==> config.mk <==
export PLATFORM = sky130hd
export DESIGN_NAME = seq_restoring_divider_flat
export DESIGN_NICKNAME = d
export VERILOG_FILES = /design/src/rtl/seq_restoring_divider_pkg.sv /design/src/rtl/seq_restoring_divider_if.sv /design/src/rtl/seq_restoring_divider_div_step.sv /design/src/rtl/seq_restoring_divider.sv /design/src/flat_wrapper.sv
export SDC_FILE = /design/constraint.sdc
export NUM_CORES = 1
export LEC_CHECK = 0
export CAP_MARGIN = 20
export CELL_PAD_IN_SITES_DETAIL_PLACEMENT = 1
export CELL_PAD_IN_SITES_GLOBAL_PLACEMENT = 2
export CORE_AREA = 8 8 90 92
export CTS_BUF_LIST = sky130_fd_sc_hd__clkbuf_16
export CTS_CLUSTER_SIZE = 16
export DETAILED_ROUTE_END_ITERATION = 8
export DIE_AREA = 0 0 98 100
export PLACE_DENSITY_LB_ADDON = 0.1
export SYNTH_ARGS = -nofsm -noshare
export SYNTH_HDL_FRONTEND = slang
export SYNTH_SLANG_ARGS = --single-unit
==> constraint.sdc <==
create_clock -name clk -period 2.2 [get_ports clk]
set_input_delay 0.22 -clock clk [delete_from_list [all_inputs] [get_ports clk]]
set_output_delay 0.22 -clock clk [all_outputs]
set_load 0.01 [all_outputs]
==> src/rtl/seq_restoring_divider_pkg.sv <==
`default_nettype none
// ============================================================================
// Module : seq_div_pkg
// Desc   : Shared types and constants for the sequential restoring divider.
// Rev    : 1.0  initial release
// ============================================================================
package seq_div_pkg;

  // Controller states
  typedef enum logic [1:0] {
    IDLE = 2'd0,
    RUN  = 2'd1,
    DONE = 2'd2
  } state_t;

  // Operand widths
  localparam int DIVIDEND_W = 8;
  localparam int DIVISOR_W  = 4;
  localparam int COUNT_W    = 3;

  // Bidirectional pin assignments
  localparam int START_BIT   = 4;
  localparam int OUT_SEL_BIT = 5;
  localparam int BUSY_BIT    = 6;
  localparam int DONE_BIT    = 7;

  // Only busy and done are driven on the bidirectional pins
  localparam logic [7:0] UIO_OE_VAL = 8'hC0;

  // Output word for the selected view of the results
  function automatic logic [7:0] result_word(input logic                  sel,
                                             input logic [DIVIDEND_W-1:0] quot,
                                             input logic                  dz,
                                             input logic [DIVISOR_W-1:0]  rem);
    return sel ? {dz, 3'b000, rem} : quot;
  endfunction

endpackage
`default_nettype wire

==> src/rtl/seq_restoring_divider_if.sv <==
`default_nettype none
// ============================================================================
// Module : seq_restoring_divider_if
// Desc   : TinyTapeout user-project pin bundle for the divider.
// Rev    : 1.0  initial release
// ============================================================================
interface seq_restoring_divider_if;
  logic       ena;
  logic [7:0] ui_in;
  logic [7:0] uio_in;
  logic [7:0] uio_out;
  logic [7:0] uio_oe;
  logic [7:0] uo_out;

  // Driver side (harness / bench)
  modport master (
    output ena, ui_in, uio_in,
    input  uio_out, uio_oe, uo_out
  );

  // Design side
  modport slave (
    input  ena, ui_in, uio_in,
    output uio_out, uio_oe, uo_out
  );
endinterface
`default_nettype wire

==> src/rtl/seq_restoring_divider_div_step.sv <==
`default_nettype none
// ============================================================================
// Module : div_step
// Desc   : One combinational restoring-division iteration: shift in the next
//          dividend bit, subtract the divisor if it fits.
// Rev    : 1.0  initial release
// ============================================================================
module div_step
  import seq_div_pkg::*;
(
  input  wire logic [DIVISOR_W-1:0] r_in,
  input  wire logic                 dividend_bit,
  input  wire logic [DIVISOR_W-1:0] divisor,
  output logic      [DIVISOR_W-1:0] r_out,
  output logic                      q_bit
);

  logic [DIVISOR_W:0] trial;

  // Trial value is 5 bits wide; when the divisor fits, the difference is
  // smaller than the divisor so a 4-bit modular subtract is exact.
  always_comb begin
    trial = {r_in, dividend_bit};
    q_bit = (trial >= {1'b0, divisor});
    r_out = q_bit ? (trial[DIVISOR_W-1:0] - divisor) : trial[DIVISOR_W-1:0];
  end

endmodule
`default_nettype wire

==> src/rtl/seq_restoring_divider.sv <==
`default_nettype none
// ============================================================================
// Module : seq_restoring_divider
// Desc   : Sequential 8-by-4 unsigned restoring divider, one quotient bit per
//          clock, behind the TinyTapeout pin interface.
// Rev    : 1.0  initial release
// ============================================================================
module seq_restoring_divider
  import seq_div_pkg::*;
#(
  parameter logic [DIVIDEND_W-1:0] DZ_QUOT = 8'hFF,
  parameter logic [DIVISOR_W-1:0]  DZ_REM  = 4'h0
) (
  input  wire logic                  clk,
  input  wire logic                  rst_n,
  seq_restoring_divider_if.slave     pins
);

  state_t                state, next_state;
  logic [DIVIDEND_W-1:0] dividend;
  logic [DIVISOR_W-1:0]  divisor;
  logic [COUNT_W-1:0]    count;
  logic [DIVIDEND_W-1:0] quotient;
  logic [DIVISOR_W-1:0]  remainder;   // doubles as partial remainder in RUN
  logic                  dz;

  logic                  start;
  logic                  out_sel;
  logic [DIVISOR_W-1:0]  divisor_in;
  logic                  accept;
  logic                  busy;
  logic                  done;
  logic [DIVISOR_W-1:0]  step_r;
  logic                  step_q;
  logic [7:0]            uio_out_w;
  logic                  unused_pins;

  assign start      = pins.uio_in[START_BIT];
  assign out_sel    = pins.uio_in[OUT_SEL_BIT];
  assign divisor_in = pins.uio_in[DIVISOR_W-1:0];
  assign accept     = start && (state == IDLE || state == DONE);

  // ena is always high when powered and uio_in[7:6] carry nothing
  assign unused_pins = &{pins.ena, pins.uio_in[7:6]};

  div_step u_div_step (
    .r_in         (remainder),
    .dividend_bit (dividend[count]),
    .divisor      (divisor),
    .r_out        (step_r),
    .q_bit        (step_q)
  );

  // State register
  always_ff @(posedge clk or negedge rst_n) begin
    if (!rst_n) state <= IDLE;
    else        state <= next_state;
  end

  // Next-state and status decode
  always_comb begin
    next_state = state;
    busy       = 1'b0;
    done       = 1'b0;
    case (state)
      IDLE: begin
        if (accept) next_state = (divisor_in == '0) ? DONE : RUN;
      end
      RUN: begin
        busy = 1'b1;
        if (count == '0) next_state = DONE;
      end
      DONE: begin
        done = 1'b1;
        if (accept) next_state = (divisor_in == '0) ? DONE : RUN;
      end
      default: next_state = IDLE;
    endcase
  end

  // Operand latch and iterative datapath
  always_ff @(posedge clk or negedge rst_n) begin
    if (!rst_n) begin
      dividend  <= '0;
      divisor   <= '0;
      count     <= '0;
      quotient  <= '0;
      remainder <= '0;
      dz        <= 1'b0;
    end else if (accept) begin
      dividend <= pins.ui_in;
      divisor  <= divisor_in;
      count    <= COUNT_W'(DIVIDEND_W - 1);
      dz       <= (divisor_in == '0);
      if (divisor_in == '0) begin
        quotient  <= DZ_QUOT;
        remainder <= DZ_REM;
      end else begin
        quotient  <= '0;
        remainder <= '0;
      end
    end else if (state == RUN) begin
      quotient[count] <= step_q;
      remainder       <= step_r;
      count           <= count - 1'b1;
    end
  end

  // Pin outputs
  always_comb begin
    uio_out_w           = '0;
    uio_out_w[BUSY_BIT] = busy;
    uio_out_w[DONE_BIT] = done;
  end

  assign pins.uio_out = uio_out_w;
  assign pins.uio_oe  = UIO_OE_VAL;
  assign pins.uo_out  = result_word(out_sel, quotient, dz, remainder);

endmodule
`default_nettype wire

==> src/flat_wrapper.sv <==
// flat-port wrapper written by rule: the top's interface ports become plain ports
module seq_restoring_divider_flat import seq_div_pkg::*;
#(
  parameter logic [DIVIDEND_W-1:0] DZ_QUOT = 8'hFF,
  parameter logic [DIVISOR_W-1:0]  DZ_REM  = 4'h0
)
  (clk, rst_n, pins_ena, pins_ui_in, pins_uio_in, pins_uio_out, pins_uio_oe, pins_uo_out);
  seq_restoring_divider_if pins_i ();
  input  wire logic clk;
  input  wire logic rst_n;
  input wire logic [$bits(pins_i.ena)-1:0] pins_ena;
  input wire logic [$bits(pins_i.ui_in)-1:0] pins_ui_in;
  input wire logic [$bits(pins_i.uio_in)-1:0] pins_uio_in;
  output wire logic [$bits(pins_i.uio_out)-1:0] pins_uio_out;
  output wire logic [$bits(pins_i.uio_oe)-1:0] pins_uio_oe;
  output wire logic [$bits(pins_i.uo_out)-1:0] pins_uo_out;
  assign pins_i.ena = pins_ena;
  assign pins_i.ui_in = pins_ui_in;
  assign pins_i.uio_in = pins_uio_in;
  assign pins_uio_out = pins_i.uio_out;
  assign pins_uio_oe = pins_i.uio_oe;
  assign pins_uo_out = pins_i.uo_out;
  seq_restoring_divider #(.DZ_QUOT(DZ_QUOT), .DZ_REM(DZ_REM)) u_core (.clk(clk), .rst_n(rst_n), .pins(pins_i));
endmodule
* Word-level counts from Yosys, hierarchy flattened
Index checks and enable logic that the tools add are counted.
** Cells by class
- Add/subtract/negate cells :: 2
- Magnitude comparators :: 3
- Eq/ne operators :: 4
- Mux-type cells :: 20
- Reductions and logical operators :: 9
** Operators with widths (count)
- 8-bit two-way mux :: 4
- 4-bit two-way mux :: 3
- 8-bit bitwise mux :: 1
- 2-bit two-way mux :: 3
- 3-bit two-way mux :: 2
- 5-bit by 4-bit greater-or-equal comparator with 1-bit output :: 1
- 4-bit zero test :: 1
- 3-bit by 4-bit less-than comparator with 1-bit output, second input constant :: 1
- 1-bit two-way mux :: 4
- 2-bit by 1-bit != test with 1-bit output, second input constant :: 2
- 2-bit case mux with 2 select lines :: 1
- 4-bit subtractor :: 1
- 1-bit binary-select mux with 3-bit select :: 1
- 1-bit demux with 3-bit select :: 1
- 3-bit by 1-bit greater-or-equal comparator with 1-bit output, second input constant :: 1
- 3-bit zero test :: 1
- 3-bit by 1-bit subtractor with 3-bit output, second input constant :: 1
- 2-bit by 1-bit equality test with 1-bit output, second input constant :: 1
- 2-bit equality test, second input constant :: 1
- 1-bit logical AND :: 2
- 2-bit zero test :: 1
- 2-bit AND reduction :: 1
- 2-bit nonzero test :: 1
- 2-bit OR reduction :: 1
- 1-bit logical OR :: 1
** Word-level totals
- Flip-flop bits (word level) :: 30
- Input port bits :: 19
- Output and inout bits :: 24

* Longest topological paths before layout
Gate-level depths: netlist (run 1).
- Depth after elaboration :: 7
- Depth in mapped cells :: 11
- Mapped depth without buffers :: 9

* By module
A second synthesis (run 1) with hierarchy kept.
** Second synthesis, totals
- Cell total of the unflattened synthesis :: 200
- Area, all modules :: 1841.8 µm²
** By module, submodules not included
- seq_restoring_divider :: times used 1, cells each 172, area an instance 1617.8 µm², sequential area each 750.7 µm²
- div_step :: times used 1, cells each 28, area an instance 224.0 µm², sequential area each 0.0 µm²

* Worst setup path after synthesis (run 1)
No wires, ideal clock.
- Path type :: reg2reg
- Start point :: register u_core.count[0]
- End point :: register u_core.remainder[2]
- Setup time :: 0.127 ns
- Arrival :: 1.975 ns
- Data required time :: 2.073 ns
- Setup slack :: 0.098 ns
- Cell stages (with the launch flop) :: 11
- Buffers on the path :: 2
- Clock period less this slack :: 2.102 ns
- Path through :: dfrtp_1 -> buf_4 -> mux2i_1 -> a211oi_1 -> a311oi_2 -> ha_1 -> o21ai_0 -> a21oi_2 -> clkbuf_8 -> mux2i_1 -> o21ai_0
** Between the ends
- Cells in the longest elaborated chain, start to end :: 6
- Elaborated cells on any way between the ends :: 7
** Ends and longest elaborated chain
- start: declaration :: line seq_restoring_divider.sv:22 : logic [COUNT_W-1:0] count;
- start signal: assignment :: line seq_restoring_divider.sv:93 : count <= COUNT_W'(DIVIDEND_W - 1);
- start signal: assignment :: line seq_restoring_divider.sv:105 : count <= count - 1'b1;
- 1-bit binary-select mux with 3-bit select * :: line seq_restoring_divider.sv:48 : .dividend_bit (dividend[count]),
- 1-bit two-way mux (implied by the code) * :: line seq_restoring_divider.sv:48
- 4-bit subtractor / 5-bit by 4-bit greater-or-equal comparator with 1-bit output (equally long branches) :: line seq_restoring_divider_div_step.sv:25, seq_restoring_divider_div_step.sv:24
- 4-bit two-way mux * :: line seq_restoring_divider_div_step.sv:25 : r_out = q_bit ? (trial[DIVISOR_W-1:0] - divisor) : trial[DIVISOR_W-1:0];
- 4-bit two-way mux * :: line seq_restoring_divider.sv:102 : end else if (state == RUN) begin
- 4-bit two-way mux * :: line seq_restoring_divider.sv:90 : end else if (accept) begin
- end signal: assignment :: line seq_restoring_divider.sv:104 : remainder <= step_r;
- end: declaration :: line seq_restoring_divider.sv:24 : logic [DIVISOR_W-1:0] remainder;
Every way passes the cells marked *; elsewhere a longest branch is shown, timed or not. The select of a mux whose other input is x is not followed.
A chain may end at the register's enable or synchronous reset.

* Final worst setup path (run 1)
- Start point :: register u_core.count[0]
- End point :: register u_core.remainder[0]
Same word-level chain as after synthesis.

==> flow_summary.ini, run 1 <==
[die]
die_area_sq_um = 9800
fp.dieW_um = 98
start_util = 0.2652
core_area_sq_um = 6644
ioPinCount = 43
fp.dieH_um = 100
fp-row-count = 30

[final_layout]
n_antenna_cell = 0
final_nets = 256
drive_gt1_frac = 0.1905
area.sequential_sq_um = 752.0
fillers = 758
area_growth_pct = 32.53
multi_input_area_sq_um = 879.6

[worst_setup_path]
crit_type = reg -> reg
cp.arrival_ns = 2.34
path_max_fanout = 6
r2r-start = u_core.count[0]
reg2reg_depth = 9
cp-end-kind = register
crit_start = u_core.count[0]
worst_setup_path_start_kind = register
required_ns = 2.36

[logic_synthesis]
netlist_instances = 187
yosysWarnings = 0
ys_seq_elements = 30
synthArstFlopShare = 1.000
synth.distinct_cells = 39
synth_area_sq_um = 1762
seq_area_frac_synth = 0.4261
synth-edff-count = 0
synth-main-ff-cell = dfrtp_1
avgSynthCellArea_sq_um = 9.421

[route]
post_drt_wl_per_cell_um = 15.28
num_vias = 1404
drtIter0Drc = 30
dr.pass1.iters = 5
drcViolationCount = 0
viasPerCell = 4.514
totalWireLength_um = 4752
ant_nets = 0

[global_route]
grt_pass1_wl_um = 8004
track_usage = 0.1024
grt_max_degree = 31
grt-ovfl-total = 0
grt_pass1_vias = 1551
grt_antenna_before_repair = 0

[clocking]
ctsHoldBuffers = 0
clk_pin_slew_ns = 0.05
cts_root_buf = clkbuf_16
cts.sinks = 30
cts_made_buffers = 5
cts_max_level = 2
cts_tree = yes
clk_path_buf_depth = 2
clock_latency_ns = 0.28

[place]
hpwlAfterDp_um = 3566
gp_congestion = 0.7369
io_buffers = 25

[timing]
tightest_slew_ns = 0.5671
rsz0062_at_grt = yes
max_freq_mhz = 458.4
final.setup_skew_ns = 0.008204
finalSetupViolCount = 0
period_share = 0.9916
finalMaxSlewViolations = 0
period_needed_ns = 2.181
setup_tns_ns = 0
relSlewSlack = 0.6219
hold_viol_final = 0

[power]
powerDensity_nw_per_um2 = 1632
fin_total_pwr_w = 0.003810
peakVddDrop_uv = 387.7
p_leak_nw = 1.117

[hold_path]
min_path_type = in -> async

[run]
cap_viol_max_count = 0

[status]
outcome = finished, final reports clean
## worst max-delay path, cell delays in order (launching register included)
cell and delay [ns]:
dfrtp_2 0.44, mux2i_1 0.24, a211oi_2 0.10, a311oi_2 0.25, ha_1 0.31, o21ai_2 0.17
a21oi_4 0.10, buf_4 0.16, mux2i_1 0.11, a22o_1 0.19
## flip-flops by register name (all words and copies together) (netlist names)
register	count
u_core.count	3
u_core.dividend	8
u_core.divisor	4
u_core.dz	1
u_core.quotient	8
u_core.remainder	4
u_core.state	2
## report_power, final
part | total [W] | internal [W] | switching [W]
sequential | 0.000990 | 0.000800 | 0.000190
clock | 0.000653 | 0.000408 | 0.000245
combinational | 0.00217 | 0.00116 | 0.00101
total | 0.00381 | 0.00237 | 0.00144
## kinds of logic after synthesis
logic type,synth area share
xor+xnor,0.009945
fa+ha+maj,0.05398
buf+inv,0.1115
flops,0.4261
mux,0.1115
simple gates,0.1676
compound gates,0.1151
other cells,0.004263
## synthesized netlist by cell type (all sizes together), types with 2 or more instances
library cell,count,share of area
dfrtp,30,0.43
clkbuf,5,0.016
a21oi,4,0.013
a22o,2,0.0099
inv,8,0.017
nor2b,7,0.025
buf,19,0.078
nand2,40,0.085
conb,2,0.0043
a211oi,2,0.0085
mux2i,14,0.080
mux2,5,0.032
nor4,3,0.011
nor2,4,0.0085
ha,6,0.043
nor3,3,0.0085
o21ai,14,0.040
nand2b,2,0.0085
xnor2,2,0.0099
a21o,2,0.0085
## cells in the final DEF (no fill, tap or decap), types with 6 or more instances in the layout
master           Yosys  layout
nand2_1             40      40
dfrtp_1             30      29
clkdlybuf4s50_1      0      25
buf_4               17      22
conb_1               2      14
mux2i_1             14      13
inv_1                7       8
o21ai_1              1       8
nor2b_1              7       7
ha_1                 6       6
## path summary, 6_finish.rpt
path                                       end  slack (ns)
max in group asynchronous      u_core.count[0]        1.54
hold / removal             u_core.remainder[3]        0.35
hold reg to reg              u_core.divisor[0]        0.48
setup / recovery           u_core.remainder[0]        0.02
min in group clk             u_core.divisor[0]        0.48
setup reg to reg           u_core.remainder[0]        0.02
## layer usage
metal / vias to the layer above / track usage / share of wire
li1: 684 / - / -
met1: 681 / 0.1148 / 0.44
met2: 31 / 0.1765 / 0.49
met3: 8 / 0.03460 / 0.048
met4: 0 / 0.03717 / 0.015
met5: - / 0 / 0
## cell type report
cell class,count,area share
Multi-Input combinational cell,137,0.3767
Sequential cell,30,0.3221
Timing Repair Buffer,48,0.1865
Clock buffer,5,0.05359
Tap cell,80,0.04287
Inverter,8,0.01286
Clock inverter,3,0.005359
## timing repair
action,CTS,global route
setup buffers,2,5
pin swaps,4,0
endpoints found under the setup margin,12,11
gates resized for setup,6,7
## through the flow
step                hold slack [ns]    util  instance area, sq um  std cells  worst slack, ns
global placement             0.4604  0.3207                  2131        297          -0.1646
global route                 0.4061  0.3514                  2335        311          -0.1231
floorplan                  -0.07559       -                  1807        199          0.09756
CTS                          0.3705  0.3452                  2293        306         0.004566
finish                       0.3493  0.3514                  2335        311          0.01852
detailed placement           0.4721  0.3207                  2131        297          -0.2198
(Power assumes the default switching activity.)
==> run 2: changes to the inputs <==
==> constraint.sdc (replaced) <==
create_clock -name clk -period 2.2 [get_ports clk]
set_input_delay 0.22 -clock clk [delete_from_list [all_inputs] [get_ports clk]]
set_output_delay 0.22 -clock clk [all_outputs]
set_load 0.05 [all_outputs]
==> run 2 against run 1 <==
Effect of this change:
- critical path depth is the same
- hold slack lost 0.0026 ns
- final area shrank 1.3%
- sequential power is essentially flat
- sequential share of layout area grew 0.44 points
- combinational power is essentially flat
- highest routed layer unchanged
- largest power group unchanged
==> flow_summary.ini, run 2 (synthesis gave the netlist of run 1 again) <==
[power]
p_leak_nw = 1.102
combPwrFrac = 0.573
fin_total_pwr_w = 0.003842
intPower_w = 0.002225
clkPwrFrac = 0.166
swShare = 0.4209
peakVddDrop_uv = 379.3
seqPwrFrac = 0.260
powerDensity_nw_per_um2 = 1668
p_sw_w = 0.001617

[timing]
hold_viol_final = 0
final.setup_skew_ns = 0.009318
finalMaxSlewViolations = 0
finalSetupViolCount = 0
period_share = 0.9722
period_needed_ns = 2.139
max_freq_mhz = 467.5
relSlewSlack = 0.6113
tightest_slew_ns = 0.5830
rsz0062_at_grt = yes
setup_slack_ns = 0.06108

[route]
totalWireLength_um = 4779
wl_met3_um = 196
drtIter0Drc = 20
viasPerCell = 4.456
drcViolationCount = 0
num_vias = 1359
ant_nets = 0
dr.pass1.iters = 3
dr.max_layer_used = met4
wl_met1_um = 2181
post_drt_wl_per_cell_um = 15.67
wl_met2_um = 2342

[final_layout]
layout_common_cells = nand2_1, dfrtp_1, buf_4
area_growth_pct = 30.75
final_cell_area_sq_um = 2303
finish.utilization = 0.3467
top_regs = u_core.dividend (8), u_core.quotient (8)
n_antenna_cell = 0
drive_gt1_frac = 0.2044
final_common_cell = nand2_1
final_nets = 250

[clocking]
clock_latency_ns = 0.28
cts.sinks = 30
clk_pin_slew_ns = 0.05
cts_root_buf = clkbuf_16
ctsHoldBuffers = 0
cts_tree = yes
cts_max_level = 2
cts_made_buffers = 5
clk_path_buf_depth = 2

[global_route]
grt_pass1_vias = 1515
track_usage = 0.1028
grt_antenna_before_repair = 0
grt_max_degree = 31
grt_pass1_wl_um = 7976
grt-ovfl-total = 0

[die]
ioPinCount = 43
start_util = 0.2652
fp-row-count = 30
fp.dieH_um = 100
core_area_sq_um = 6644
die_area_sq_um = 9800
fp.dieW_um = 98

[worst_setup_path]
worst_setup_path_start_kind = register
r2r_end = u_core.remainder[2]
crit_type = reg -> reg
path_max_fanout = 6
r2r_slack_ns = 0.06
required_ns = 2.35
cp.arrival_ns = 2.29
reg2reg_depth = 9
r2r-start = u_core.count[0]
cp-end-kind = register

[hold_path]
min_path_type = in -> async

[place]
dpl_worst_slack_ns = -0.2001
io_buffers = 25
hpwlAfterDp_um = 3561
gp_congestion = 0.7622
place_area_sq_um = 2138

[status]
outcome = finished, final reports clean

[run]
cap_viol_max_count = 0
[run 2: cell count changes in the layout (fill, tap and decap cells not counted), sizes merged]
cell	previous run	this run
clkinv	2	3
clkdlybuf4s50	25	16
buf	23	26
inv	9	8
[run 2: worst max path at each step]
stage,cells past startpoint,endpoint,slack [ns],start
floorplan,10,u_core.remainder[2],0.1,u_core.count[0]
global placement,10,u_core.quotient[6],-0.15,u_core.count[0]
detailed placement,10,u_core.quotient[1],-0.20,u_core.count[0]
CTS,9,u_core.remainder[2],0.009,u_core.count[0]
global route,9,u_core.remainder[2],-0.09,u_core.count[0]
finish,9,u_core.remainder[2],0.06,u_core.count[0]
[run 2: metal layers]
layer	GRT usage	vias to the layer above
li1	-	676
met1	0.1203	650
met2	0.1723	27
met3	0.03391	6
met4	0.03597	0
met5	0	-
[run 2: what timing repair did]
action	4_1_cts	5_1_grt
endpoints found under the setup margin	12	12
buffers inserted	1	1
pin swaps	4	1
gates resized for setup	5	7
[run 2: critical path, stage by stage (launching register included)]
cell	delay, ns
dfrtp_2	0.46
mux2i_2	0.17
a211oi_2	0.21
a311oi_2	0.07
ha_1	0.23
buf_4	0.14
fa_1	0.38
xnor2_1	0.14
mux2i_1	0.13
o21ai_0	0.08
[run 2: metrics by stage]
stage	setup TNS [ns]	cells	hold WS (ns)
detailed placement	-1.729	296	0.4677
finish	0	305	0.3467
global placement	-1.274	296	0.4606
global route	-0.5667	305	0.3921
CTS	0	304	0.3671
floorplan	0	199	-0.07559
[run 2: layout make-up]
type	instances	area, sq um
Fill cell	779	4340
Multi-Input combinational cell	137	879.6
Sequential cell	30	752.0
Timing Repair Buffer	42	405.4
Clock buffer	5	125.1
Tap cell	80	100.1
Inverter	8	30.03
Clock inverter	3	11.26
[run 2: power by group through the flow]
stage                     logic, W  clock network, W  registers, W
after floorplan            0.00153                 0      0.000918
after global placement     0.00208                 0      0.000995
after detailed placement   0.00214                 0       0.00101
after CTS                  0.00219          0.000661       0.00100
after global routing       0.00242          0.000687       0.00104
final                      0.00220          0.000639       0.00100
==> run 3: changes to the inputs <==
--- a/config.mk
+++ b/config.mk
@@ -14,6 +14,7 @@
 export DETAILED_ROUTE_END_ITERATION = 8
 export DIE_AREA = 0 0 98 100
 export PLACE_DENSITY_LB_ADDON = 0.1
+export SLEW_MARGIN = 10
 export SYNTH_ARGS = -nofsm -noshare
 export SYNTH_HDL_FRONTEND = slang
 export SYNTH_SLANG_ARGS = --single-unit
==> results of run 3 <==
No change in the layout: final DEF, timing and power equal those of run 2.
